==> src/rtl/ccff_loader_pkg.sv <==
// Shared types and width helpers for the configuration-chain loader.
//   state_e         : controller FSM states
//   cnt_w()         : bit-counter width for a given chain length
//   words_per_pass(): host words needed to fill the chain once
//   bit_idx_w()     : word_bit counter width (minimum 1)
package ccff_loader_pkg;

    typedef enum logic [2:0] {
        IDLE      = 3'd0,
        FETCH     = 3'd1,
        SHIFT     = 3'd2,
        NEXT_PASS = 3'd3,
        DONE      = 3'd4
    } state_e;

    function automatic int unsigned cnt_w(input int unsigned chain_len);
        return $clog2(chain_len + 1);
    endfunction

    function automatic int unsigned words_per_pass(input int unsigned chain_len,
                                                   input int unsigned word_w);
        return (chain_len + word_w - 1) / word_w;
    endfunction

    function automatic int unsigned bit_idx_w(input int unsigned word_w);
        return (word_w > 1) ? $clog2(word_w) : 1;
    endfunction

endpackage

==> src/rtl/ccff_chain_loader_if.sv <==
// Host bitstream port: valid/ready word transfer into the loader.
//   cfg_data  : bitstream word, bit 0 shifted first
//   cfg_valid : host has a word
//   cfg_ready : loader accepts the word this cycle
interface ccff_chain_loader_if #(
    parameter int unsigned WORD_W = 8
);
    logic [WORD_W-1:0] cfg_data;
    logic              cfg_valid;
    logic              cfg_ready;

    modport master (output cfg_data, output cfg_valid, input  cfg_ready);
    modport slave  (input  cfg_data, input  cfg_valid, output cfg_ready);
endinterface

==> src/rtl/ccff_word_serializer.sv <==
// Holds the current bitstream word and presents one bit per shift cycle.
//   load       : latch data and restart at bit 0
//   advance    : step to the next bit (saturates at the last bit)
//   head_en_c  : next cycle is a shift cycle; otherwise ccff_head is 0
//   ccff_head  : registered serial bit for the chain
//   last_bit_c : current bit is the top bit of the word
module ccff_word_serializer
    import ccff_loader_pkg::*;
#(
    parameter  int unsigned WORD_W = 8,
    localparam int unsigned BIT_W  = bit_idx_w(WORD_W)
) (
    input  logic              prog_clk,
    input  logic              prog_rst_n,
    input  logic              load,
    input  logic              advance,
    input  logic              head_en_c,
    input  logic [WORD_W-1:0] data,
    output logic              ccff_head,
    output logic              last_bit_c
);

    logic [WORD_W-1:0] word;
    logic [BIT_W-1:0]  word_bit;
    logic [WORD_W-1:0] word_nxt_c;
    logic [BIT_W-1:0]  word_bit_nxt_c;

    assign last_bit_c = (word_bit == BIT_W'(WORD_W - 1));

    // Next word / bit pointer; pointer never wraps, reload restarts it.
    always_comb begin
        word_nxt_c     = word;
        word_bit_nxt_c = word_bit;
        if (load) begin
            word_nxt_c     = data;
            word_bit_nxt_c = '0;
        end else if (advance && !last_bit_c) begin
            word_bit_nxt_c = word_bit + BIT_W'(1);
        end
    end

    // Head is registered from the next pointer so it lines up with shift_en.
    always_ff @(posedge prog_clk or negedge prog_rst_n) begin
        if (!prog_rst_n) begin
            word      <= '0;
            word_bit  <= '0;
            ccff_head <= 1'b0;
        end else begin
            word      <= word_nxt_c;
            word_bit  <= word_bit_nxt_c;
            ccff_head <= head_en_c & word_nxt_c[word_bit_nxt_c];
        end
    end

endmodule

==> src/rtl/ccff_chain_loader.sv <==
// Configuration-chain loader: serialises host words onto a ccff chain with an
// optional replay pass that compares ccff_tail against ccff_head.
//   prog_clk, prog_rst_n : clock, async active-low reset
//   start, verify_en     : begin a run, verify mode sampled at start
//   abort                : synchronous abort to IDLE (highest priority)
//   cfg                  : host word port (slave side)
//   ccff_head, ccff_tail : chain serial in / out
//   shift_en             : chain clock enable, high only on valid head bits
//   busy, done           : run in progress / end-of-run pulse
//   verify_fail, fail_idx: sticky mismatch flag and first failing bit index
module ccff_chain_loader
    import ccff_loader_pkg::*;
#(
    parameter  int unsigned CHAIN_LEN = 10,
    parameter  int unsigned WORD_W    = 8,
    localparam int unsigned CNT_W     = cnt_w(CHAIN_LEN)
) (
    input  logic                    prog_clk,
    input  logic                    prog_rst_n,
    input  logic                    start,
    input  logic                    verify_en,
    input  logic                    abort,
    ccff_chain_loader_if.slave      cfg,
    output logic                    ccff_head,
    input  logic                    ccff_tail,
    output logic                    shift_en,
    output logic                    busy,
    output logic                    done,
    output logic                    verify_fail,
    output logic [CNT_W-1:0]        fail_idx
);

    state_e           state, next_state;
    logic [CNT_W-1:0] bit_cnt;
    logic             pass;
    logic             verify_q;

    logic             last_cnt_c;
    logic             last_bit_c;
    logic             load_c;
    logic             advance_c;
    logic             head_en_c;
    logic             cfg_ready_nxt_c;
    logic             shift_en_nxt_c;
    logic             busy_nxt_c;
    logic             done_nxt_c;

    assign last_cnt_c = (bit_cnt == CNT_W'(CHAIN_LEN - 1));

    // State register.
    always_ff @(posedge prog_clk or negedge prog_rst_n) begin
        if (!prog_rst_n) state <= IDLE;
        else             state <= next_state;
    end

    // Next-state logic; abort overrides every transition.
    always_comb begin
        next_state = state;
        unique case (state)
            IDLE:      if (start)         next_state = FETCH;
            FETCH:     if (cfg.cfg_valid) next_state = SHIFT;
            SHIFT: begin
                if (last_cnt_c)      next_state = (!pass && verify_q) ? NEXT_PASS : DONE;
                else if (last_bit_c) next_state = FETCH;
            end
            NEXT_PASS: next_state = FETCH;
            DONE:      next_state = IDLE;
            default:   next_state = IDLE;
        endcase
        if (abort) next_state = IDLE;
    end

    // Output decode from next state so the registered outputs track the state.
    always_comb begin
        cfg_ready_nxt_c = 1'b0;
        shift_en_nxt_c  = 1'b0;
        busy_nxt_c      = 1'b0;
        done_nxt_c      = 1'b0;
        load_c          = 1'b0;
        advance_c       = 1'b0;
        head_en_c       = 1'b0;
        cfg_ready_nxt_c = (next_state == FETCH);
        shift_en_nxt_c  = (next_state == SHIFT);
        head_en_c       = (next_state == SHIFT);
        busy_nxt_c      = (next_state inside {FETCH, SHIFT, NEXT_PASS});
        done_nxt_c      = (next_state == DONE);
        load_c          = (state == FETCH) && cfg.cfg_valid && !abort;
        advance_c       = (state == SHIFT) && !abort;
    end

    always_ff @(posedge prog_clk or negedge prog_rst_n) begin
        if (!prog_rst_n) begin
            cfg.cfg_ready <= 1'b0;
            shift_en      <= 1'b0;
            busy          <= 1'b0;
            done          <= 1'b0;
        end else begin
            cfg.cfg_ready <= cfg_ready_nxt_c;
            shift_en      <= shift_en_nxt_c;
            busy          <= busy_nxt_c;
            done          <= done_nxt_c;
        end
    end

    // Bit counter, pass flag and verify compare; frozen on abort.
    always_ff @(posedge prog_clk or negedge prog_rst_n) begin
        if (!prog_rst_n) begin
            bit_cnt     <= '0;
            pass        <= 1'b0;
            verify_q    <= 1'b0;
            verify_fail <= 1'b0;
            fail_idx    <= '0;
        end else if (!abort) begin
            if ((state == IDLE) && start) begin
                verify_q    <= verify_en;
                pass        <= 1'b0;
                bit_cnt     <= '0;
                verify_fail <= 1'b0;
                fail_idx    <= '0;
            end
            if (state == SHIFT) begin
                if (!last_cnt_c) bit_cnt <= bit_cnt + CNT_W'(1);
                // Only the first mismatch of the replay pass is recorded.
                if (pass && (ccff_tail != ccff_head) && !verify_fail) begin
                    verify_fail <= 1'b1;
                    fail_idx    <= bit_cnt;
                end
            end
            if (state == NEXT_PASS) begin
                pass    <= 1'b1;
                bit_cnt <= '0;
            end
        end
    end

    ccff_word_serializer #(
        .WORD_W (WORD_W)
    ) u_ser (
        .prog_clk   (prog_clk),
        .prog_rst_n (prog_rst_n),
        .load       (load_c),
        .advance    (advance_c),
        .head_en_c  (head_en_c),
        .data       (cfg.cfg_data),
        .ccff_head  (ccff_head),
        .last_bit_c (last_bit_c)
    );

endmodule
==> src/flat_wrapper.sv <==
// flat-port wrapper written by rule: the top's interface ports become plain ports
module ccff_chain_loader_flat import ccff_loader_pkg::*;
#(
    parameter  int unsigned CHAIN_LEN = 10,
    parameter  int unsigned WORD_W    = 8,
    localparam int unsigned CNT_W     = cnt_w(CHAIN_LEN)
)
  (prog_clk, prog_rst_n, start, verify_en, abort, ccff_head, ccff_tail, shift_en, busy, done, verify_fail, fail_idx, cfg_cfg_data, cfg_cfg_valid, cfg_cfg_ready);
  ccff_chain_loader_if #(.WORD_W(WORD_W)) cfg_i ();
  input  logic prog_clk;
  input  logic prog_rst_n;
  input  logic start;
  input  logic verify_en;
  input  logic abort;
  output logic ccff_head;
  input  logic ccff_tail;
  output logic shift_en;
  output logic busy;
  output logic done;
  output logic verify_fail;
  output logic [CNT_W-1:0] fail_idx;
  input wire logic [$bits(cfg_i.cfg_data)-1:0] cfg_cfg_data;
  input wire logic [$bits(cfg_i.cfg_valid)-1:0] cfg_cfg_valid;
  output wire logic [$bits(cfg_i.cfg_ready)-1:0] cfg_cfg_ready;
  assign cfg_i.cfg_data = cfg_cfg_data;
  assign cfg_i.cfg_valid = cfg_cfg_valid;
  assign cfg_cfg_ready = cfg_i.cfg_ready;
  ccff_chain_loader #(.CHAIN_LEN(CHAIN_LEN), .WORD_W(WORD_W)) u_core (.prog_clk(prog_clk), .prog_rst_n(prog_rst_n), .start(start), .verify_en(verify_en), .abort(abort), .cfg(cfg_i), .ccff_head(ccff_head), .ccff_tail(ccff_tail), .shift_en(shift_en), .busy(busy), .done(done), .verify_fail(verify_fail), .fail_idx(fail_idx));
endmodule
==> config.mk <==
export PLATFORM = sky130hd
export DESIGN_NAME = ccff_chain_loader_flat
export DESIGN_NICKNAME = d
export VERILOG_FILES = /design/src/rtl/ccff_loader_pkg.sv /design/src/rtl/ccff_chain_loader_if.sv /design/src/rtl/ccff_word_serializer.sv /design/src/rtl/ccff_chain_loader.sv /design/src/flat_wrapper.sv
export SDC_FILE = /design/constraint.sdc
export NUM_CORES = 1
export LEC_CHECK = 0
export CORE_AREA = 2 2 75 77
export DETAILED_ROUTE_END_ITERATION = 8
export DIE_AREA = 0 0 77 79
export PLACE_DENSITY = 0.55
export SYNTH_ARGS = -nofsm -noshare
export SYNTH_HDL_FRONTEND = slang
export SYNTH_SLANG_ARGS = --single-unit
==> constraint.sdc <==
create_clock -name prog_clk -period 4.49 [get_ports prog_clk]
set_input_delay 0.898 -clock prog_clk [delete_from_list [all_inputs] [get_ports prog_clk]]
set_output_delay 0.898 -clock prog_clk [all_outputs]
set_load 0.03 [all_outputs]
==> parameters.txt, run 1 <==
Parameter                              Value

Critical path
  Element type at the critical path end ... flop
  Critical path required time ... about 4.7 ns
  Slowest-stage cell, CP ... or4b_1
  Max Fanout on Critical Path ... 9
  Stage delay of the slowest cell on the critical path ... approximately 0.71 ns
  Worst endpoint data arrival time ... slightly below 3 ns
  Type of the worst setup path ... input port to flop
  Startpoint types ... input port
  Critical-path cell list ... clkdlybuf4s50_1 > or4b_1 > nor2_8 > mux2_4 > o221ai_2 > a2111oi_2
  Number of cells on the critical path ... 6
  CP bufs+invs ... 1
  Crit path max-delay family ... simple AND/OR/NAND/NOR gates
  Cell depth of the worst flop-to-flop path ... 5

Pwr
  Lkg Pwr ... 0.8288 nW
  Peak supply drop ... 0.1878 mV
  Areal power density over the cells ... about 360 nW/um2

STA
  Setup-failing EPs final ... 0
  Final hold vios ... 0
  Worst Tran Pin Value ... a little under 0.6 ns
  Post-route clock period utilization ... 0.6234
  Summed negative setup slack over all endpoints ... 0 ns
  Fin. max-slew vios ... 0
  Worst Skew ... ~0.0027 ns
  Slew Limit Headroom ... 0.6129
  Max Clk Rate ... ~0.36 GHz
  Post-layout min period ... 2.799 ns
  Unrepaired setup endpoints after global routing ... no

CTS
  CTS clock-pin slew for the worst setup and hold paths ... about 0.060 ns
  Clock buffer count from CTS ... 5
  CTS Buffer Depth ... 2
  Number of hold-repair buffers added at the cts stage ... 0
  Clock Root Buffer ... clkbuf_8
  Post-cts sizing count ... 0
  H-tree Lvls ... 2
  Clock insertion delay at the later pin of the skew report ... around 0.28 ns
  Post-CTS setup buffers ... 0
  Clock tree from TritonCTS ... yes
  TritonCTS Sinks ... 30

Layout
  Ant diodes ... 0
  Most frequent cells in the layout ... dfrtp_1 (30), clkdlybuf4s50_1 (24), nand2_1 (13)
  Share of post-route cells with drive strength above 1 ... 0.1462
  Design area ... approximately 1900 um2
  Net count, final ... 189
  Most common library cell in the layout ignoring fill and taps ... dfrtp_1
  Layout area overhead ... 25.78%
  Filler Cell Count ... about 570

Floorplan
  Floorplan die width ... 77 um
  Cell Rows ... 27
  I/O Pins ... 25
  Placeable core region ... between 5000 and 6000 um2
  Die footprint ... 6083 um2
  Die Y-Extent ... between 70 and 80 um
  Starting density of the core ... 0.2855

Placement
  Placement Cell Area ... between 1500 and 2000 um2
  DPL Wire Length ... 2236 um
  Weighted congestion at the end of routability-driven global placement ... 0.8011
  Port Buffers ... 24

Worst hold path
  Hold WC Path Type ... flop to flop
  Hold Crit Depth ... 2

Detailed routing
  DRC violation count after routing ... 0
  Number of search-and-repair iterations in the first detailed-routing pass ... 4
  Detail-routed net length per standard cell ... around 13 um
  Total via count after detailed routing ... between 1,000 and 1,500
  Post-route ant nets ... 0
  Post-detailed-routing wire length ... between 3000 and 4000 um
  Ratio of routed vias to standard cells ... between 4 and 5
  Number of design-rule violations left by the first detailed-router iteration ... 65

Synth
  Post-synthesis register bit count ... 30
  YS warnings ... 0
  Top cell type by total area after synthesis ... dfrtp_1
  Leading cell types by total area after synthesis ... dfrtp_1 (49%), mux2_2 (7.4%), a21oi_1 (3.6%), o21ai_0 (3.6%), ha_1 (3.3%)
  Count of unique library cells instantiated by Yosys ... 35
  Synthesized instance count ... 144
  Post-Synthesis Mean Instance Area ... 10.58 um2
  Net count after synthesis ... 163
  Syn Std Cell Area ... roughly 1500 um2
  Sequential area share after synthesis ... 0.4926
  Synth top area share ... 0.4926

GRT
  Total routing resource utilization after global routing ... 0.1125
  Grt total ovfl ... 0
  Vias in the first global route ... roughly 1,100
  Antenna violations before repair ... 0
  Wire length of the first global-routing pass ... between 5000 and 6000 um
  Largest net degree at the start of global routing ... 19

Job
  Max-cap check violation count ... 0

Run status
  Status ... finished, final reports clean
==> logic make-up after synthesis <==
logic type               synth area share
AND/OR/NAND/NOR                    0.1856
flip-flops                         0.4926
AO/OA/AOI/OAI                      0.1174
buffers and inverters             0.04844
multiplexers                       0.1117
adder cells (fa/ha/maj)           0.03284
XOR/XNOR                          0.01150
==> flip-flops by register name, summed over array words and instances (netlist names), 3 cells and up <==
name                   cells
u_core.fail_idx            4
u_core.u_ser.word_bit      3
u_core.bit_cnt             4
u_core.state               3
u_core.u_ser.word          8
==> layer usage <==
metal,global-route usage,vias up,share of wire
li1,-,556,-
met1,0.1553,517,0.51
met2,0.1596,25,0.41
met3,0.03523,5,0.050
met4,0.05357,0,0.021
met5,0,-,0
==> metrics by stage <==
stage          std cells  setup slack [ns]  hold slack [ns]  utilization  total power, mW
3_5_place_dp         235             1.417           0.4969       0.3420           0.4766
5_1_grt              243             1.560           0.5324       0.3591           0.7382
6_report             243             1.691           0.5050       0.3591           0.6930
4_1_cts              243             1.704           0.5118       0.3591           0.7046
3_3_place_gp         235             1.453           0.4905       0.3420           0.4759
2_1_floorplan        144             1.998           0.4690            -           0.4333
==> Yosys cell counts <==
| master | instances |
|---|---|
| a211oi_1 | 1 |
| mux2_4 | 1 |
| nor2b_1 | 3 |
| dfrtp_1 | 30 |
| buf_2 | 2 |
| or3b_2 | 1 |
| mux2_2 | 10 |
| nor3b_1 | 2 |
| o22ai_1 | 1 |
| or4b_1 | 1 |
| clkbuf_1 | 3 |
| a21oi_1 | 11 |
| nand2_1 | 13 |
| nor2_1 | 8 |
| and2_1 | 1 |
| buf_6 | 2 |
| nor3_1 | 3 |
| mux2i_1 | 2 |
| nand2b_1 | 5 |
| mux4_2 | 1 |
| nand3_1 | 4 |
| o221ai_2 | 1 |
| o41ai_1 | 2 |
| nand4b_1 | 1 |
| xnor2_1 | 1 |
| xor2_1 | 1 |
| o21bai_1 | 1 |
| nor2_8 | 1 |
| ha_1 | 4 |
| or4_1 | 1 |
| a2111oi_2 | 1 |
| nand4_1 | 2 |
| o21ai_0 | 11 |
| inv_1 | 8 |
| nand3b_1 | 4 |
==> tightest hold or removal path, cell delays in order, from the launching register on <==
cell	delay (ns)
dfrtp_1	0.36
nand2_1	0.05
nand2_1	0.06
==> where the power goes <==
part / total (mW) / internal (mW) / switching (mW)
logic: 0.136 / 0.0776 / 0.0584
registers: 0.334 / 0.303 / 0.0312
clock network: 0.223 / 0.123 / 0.0997
total: 0.693 / 0.504 / 0.189
==> final timing paths <==
kind,endpoint,start,slack (ns)
worst max register to register,u_core.u_ser.ccff_head,u_core.state[0],2.34
worst min-delay path,u_core.verify_fail,u_core.verify_fail,0.51
max in group asynchronous,u_core.u_ser.word[5],prog_rst_n,2.84
worst min register to register,u_core.verify_fail,u_core.verify_fail,0.51
min in group asynchronous,u_core.bit_cnt[0],prog_rst_n,0.98
worst max-delay path,u_core.u_ser.ccff_head,abort,1.69
==> layout make-up <==
cell class / count / area (um2) / share of cell area
Timing Repair Buffer: 26 / 255.2 / 0.1332
Inverter: 8 / 30.03 / 0.01567
Multi-Input combinational cell: 99 / 699.4 / 0.3649
Clock buffer: 7 / 86.33 / 0.04504
Clock inverter: 1 / 5.005 / 0.002611
Sequential cell: 30 / 750.7 / 0.3916
Tap cell: 72 / 90.09 / 0.04700
Note: power is estimated with default switching activity, not from simulation.
==> inputs of run 2 (changes only) <==
Clock period 4.49 ns to 2.9 ns, I/O delays scaled along.
==> run 2 against run 1 <==
Effect of this change: non-clock buffer count is 1 higher; critical path depth unchanged; die area did not move; first-iteration DRC count is 14% lower; sequential power up 54%; clock skew increased by 0.0030 ns; sequential share of layout area fell by 0.15 points; hold slack improved by 0.0013 ns; combinational power rose by 57%; design area up 0.39%; register-to-register slack worse by 1.6 ns; routed wire length is 1.6% higher; largest cell class unchanged; highest routed layer unchanged.
==> parameters.txt, run 2 (synthesis results as in run 1) <==
Parameter                              Value

Critical path
  Crit path max-delay family ... simple AND/OR/NAND/NOR gates
  CP bufs+invs ... 1
  Slowest-stage cell, CP ... or4b_1
  Type of the worst setup path ... input port to flop
  Critical-path cell list ... clkdlybuf4s50_1 > or4b_1 > nor2_8 > mux2_4 > o221ai_2 > a2111oi_2
  Max Fanout on Critical Path ... 7
  Element type at the critical path end ... flop
  Startpoint types ... input port
  Critical path required time ... about 3 ns
  Stage delay of the slowest cell on the critical path ... 0.66 ns
  Worst endpoint data arrival time ... 2.48 ns

Pwr
  Overall power after layout ... ~1.1 mW
  Areal power density over the cells ... approximately 560 nW/um2
  Internal cell power ... 780.9 uW
  Net switching power ... 296.8 uW
  Share of total power in combinational logic ... 0.199
  Lkg Pwr ... 0.8336 nW
  Clock Power Share ... 0.323
  Peak supply drop ... 0.2740 mV
  Flop pwr share ... 0.479
  Net switching share of the total power ... 0.2754

Worst hold path
  Hold WC Path Type ... flop to flop

CTS
  Number of hold-repair buffers added at the cts stage ... 0
  CTS Buffer Depth ... 2
  Clock insertion delay at the later pin of the skew report ... 0.28 ns
  Clock tree from TritonCTS ... yes
  TritonCTS Sinks ... 30
  Clock buffer count from CTS ... 5
  Post-CTS setup buffers ... 0
  H-tree Lvls ... 2
  CTS clock-pin slew for the worst setup and hold paths ... about 0.06 ns
  Post-cts sizing count ... 0
  Clock Root Buffer ... clkbuf_8

Run status
  Status ... finished, final reports clean

Placement
  Port Buffers ... 24
  Weighted congestion at the end of routability-driven global placement ... around 0.77
  DPL Wire Length ... roughly 2300 um
  Post-place setup slack ... between 0.2 and 0.3 ns

Layout
  Number of flip-flops under the largest register name ... 8
  Share of post-route cells with drive strength above 1 ... 0.1512
  Final cell utilization of the core ... 0.3605
  Reg with most FFs ... u_core.u_ser.word
  Net count, final ... 190
  Most frequent cells in the layout ... dfrtp_1 (30), clkdlybuf4s50_1 (24), nand2_1 (13)
  Filler Cell Count ... 564
  Largest registers ... u_core.u_ser.word: 8 flops, u_core.bit_cnt: 4 flops, u_core.fail_idx: 4 flops
  Most common library cell in the layout ignoring fill and taps ... dfrtp_1
  Layout area overhead ... 26.27%
  Ant diodes ... 0

Detailed routing
  DRC violation count after routing ... 0
  Detail-routed net length per standard cell ... 12.70 um
  Post-detailed-routing wire length ... 3098 um
  Total via count after detailed routing ... 1,136
  Number of search-and-repair iterations in the first detailed-routing pass ... 4
  Ratio of routed vias to standard cells ... roughly 4.7
  Number of design-rule violations left by the first detailed-router iteration ... 56
  Post-route ant nets ... 0

STA
  Post-layout min period ... about 2.3 ns
  Worst Skew ... ~0.0056 ns
  Setup-failing EPs final ... 0
  Fin. max-slew vios ... 0
  Slew Limit Headroom ... 0.6489
  Post-layout worst setup margin ... between 0.5 and 0.6 ns
  Unrepaired setup endpoints after global routing ... no
  Worst Tran Pin Value ... 0.5255 ns
  Max Clk Rate ... around 0.43 GHz
  Post-route clock period utilization ... 0.7958
  Summed negative setup slack over all endpoints ... 0 ns
  Final hold vios ... 0

Floorplan
  Cell Rows ... 27
  Die Y-Extent ... between 70 and 80 um
  Placeable core region ... between 5000 and 6000 um2
  I/O Pins ... 25
  Die footprint ... between 6000 and 7000 um2
  Floorplan die width ... between 70 and 80 um
  Starting density of the core ... 0.2855

GRT
  Largest net degree at the start of global routing ... 31
  Antenna violations before repair ... 0
  Met3 Use GR ... 0.03864
  Total routing resource utilization after global routing ... 0.1122
  Met2 global-route usage ... 0.1623
  Grt total ovfl ... 0
  Wire length of the first global-routing pass ... approximately 5400 um
  M1 GR Usage ... 0.1524
  Most Crowded Layer GR ... met2
  Vias in the first global route ... 1,112

Job
  Max-cap check violation count ... 0
## run 2: layer usage
layer / share of wire / up-vias
met1: 0.51 / 551
met3: 0.045 / 4
met5: 0 / -
met2: 0.42 / 19
met4: 0.018 / 0
li1: - / 562
## run 2: power by group through the flow
| stage | clock network (mW) | logic [mW] | registers (mW) |
|---|---|---|---|
| 2_1_floorplan | 0 | 0.166 | 0.505 |
| 3_3_place_gp | 0 | 0.214 | 0.524 |
| 3_5_place_dp | 0 | 0.215 | 0.525 |
| 4_1_cts | 0.358 | 0.217 | 0.517 |
| 5_1_grt | 0.379 | 0.238 | 0.529 |
| 6_report | 0.348 | 0.214 | 0.516 |
## run 2: final timing paths
check	startpoint	endpoint	slack, ns	depth (start not counted)
max in group asynchronous	prog_rst_n	u_core.u_ser.word[5]	1.93	2
setup reg to reg	u_core.state[0]	u_core.u_ser.ccff_head	0.77	5
hold / removal	u_core.fail_idx[1]	u_core.fail_idx[1]	0.51	2
min in group asynchronous	prog_rst_n	u_core.bit_cnt[1]	0.68	2
hold reg to reg	u_core.fail_idx[1]	u_core.fail_idx[1]	0.51	2
setup / recovery	abort	u_core.u_ser.ccff_head	0.59	6
## run 2: area by class of cell
cell class	count	area (um2)	area share
sequential	30	750.7	0.3901
timing repair buffer	27	262.8	0.1365
clock buffer	7	86.33	0.04486
tap	72	90.09	0.04681
inverter	8	30.03	0.01560
clock inverter	1	5.005	0.002601
multi-input combinational	99	699.4	0.3635
## run 2: tightest hold or removal path, cell delays in order (launching register included)
cell     delay, ns
dfrtp_1       0.35
nand3_1       0.06
o21ai_0       0.06
## run 2: stage by stage
| stage | instances | instance area (um2) | hold slack [ns] |
|---|---|---|---|
| 6_report | 244 | 1924 | 0.5063 |
| 5_1_grt | 244 | 1924 | 0.5376 |
| 4_1_cts | 244 | 1924 | 0.5125 |
| 3_5_place_dp | 236 | 1833 | 0.4986 |
| 3_3_place_gp | 236 | 1833 | 0.4877 |
| 2_1_floorplan | 144 | 1524 | 0.2844 |
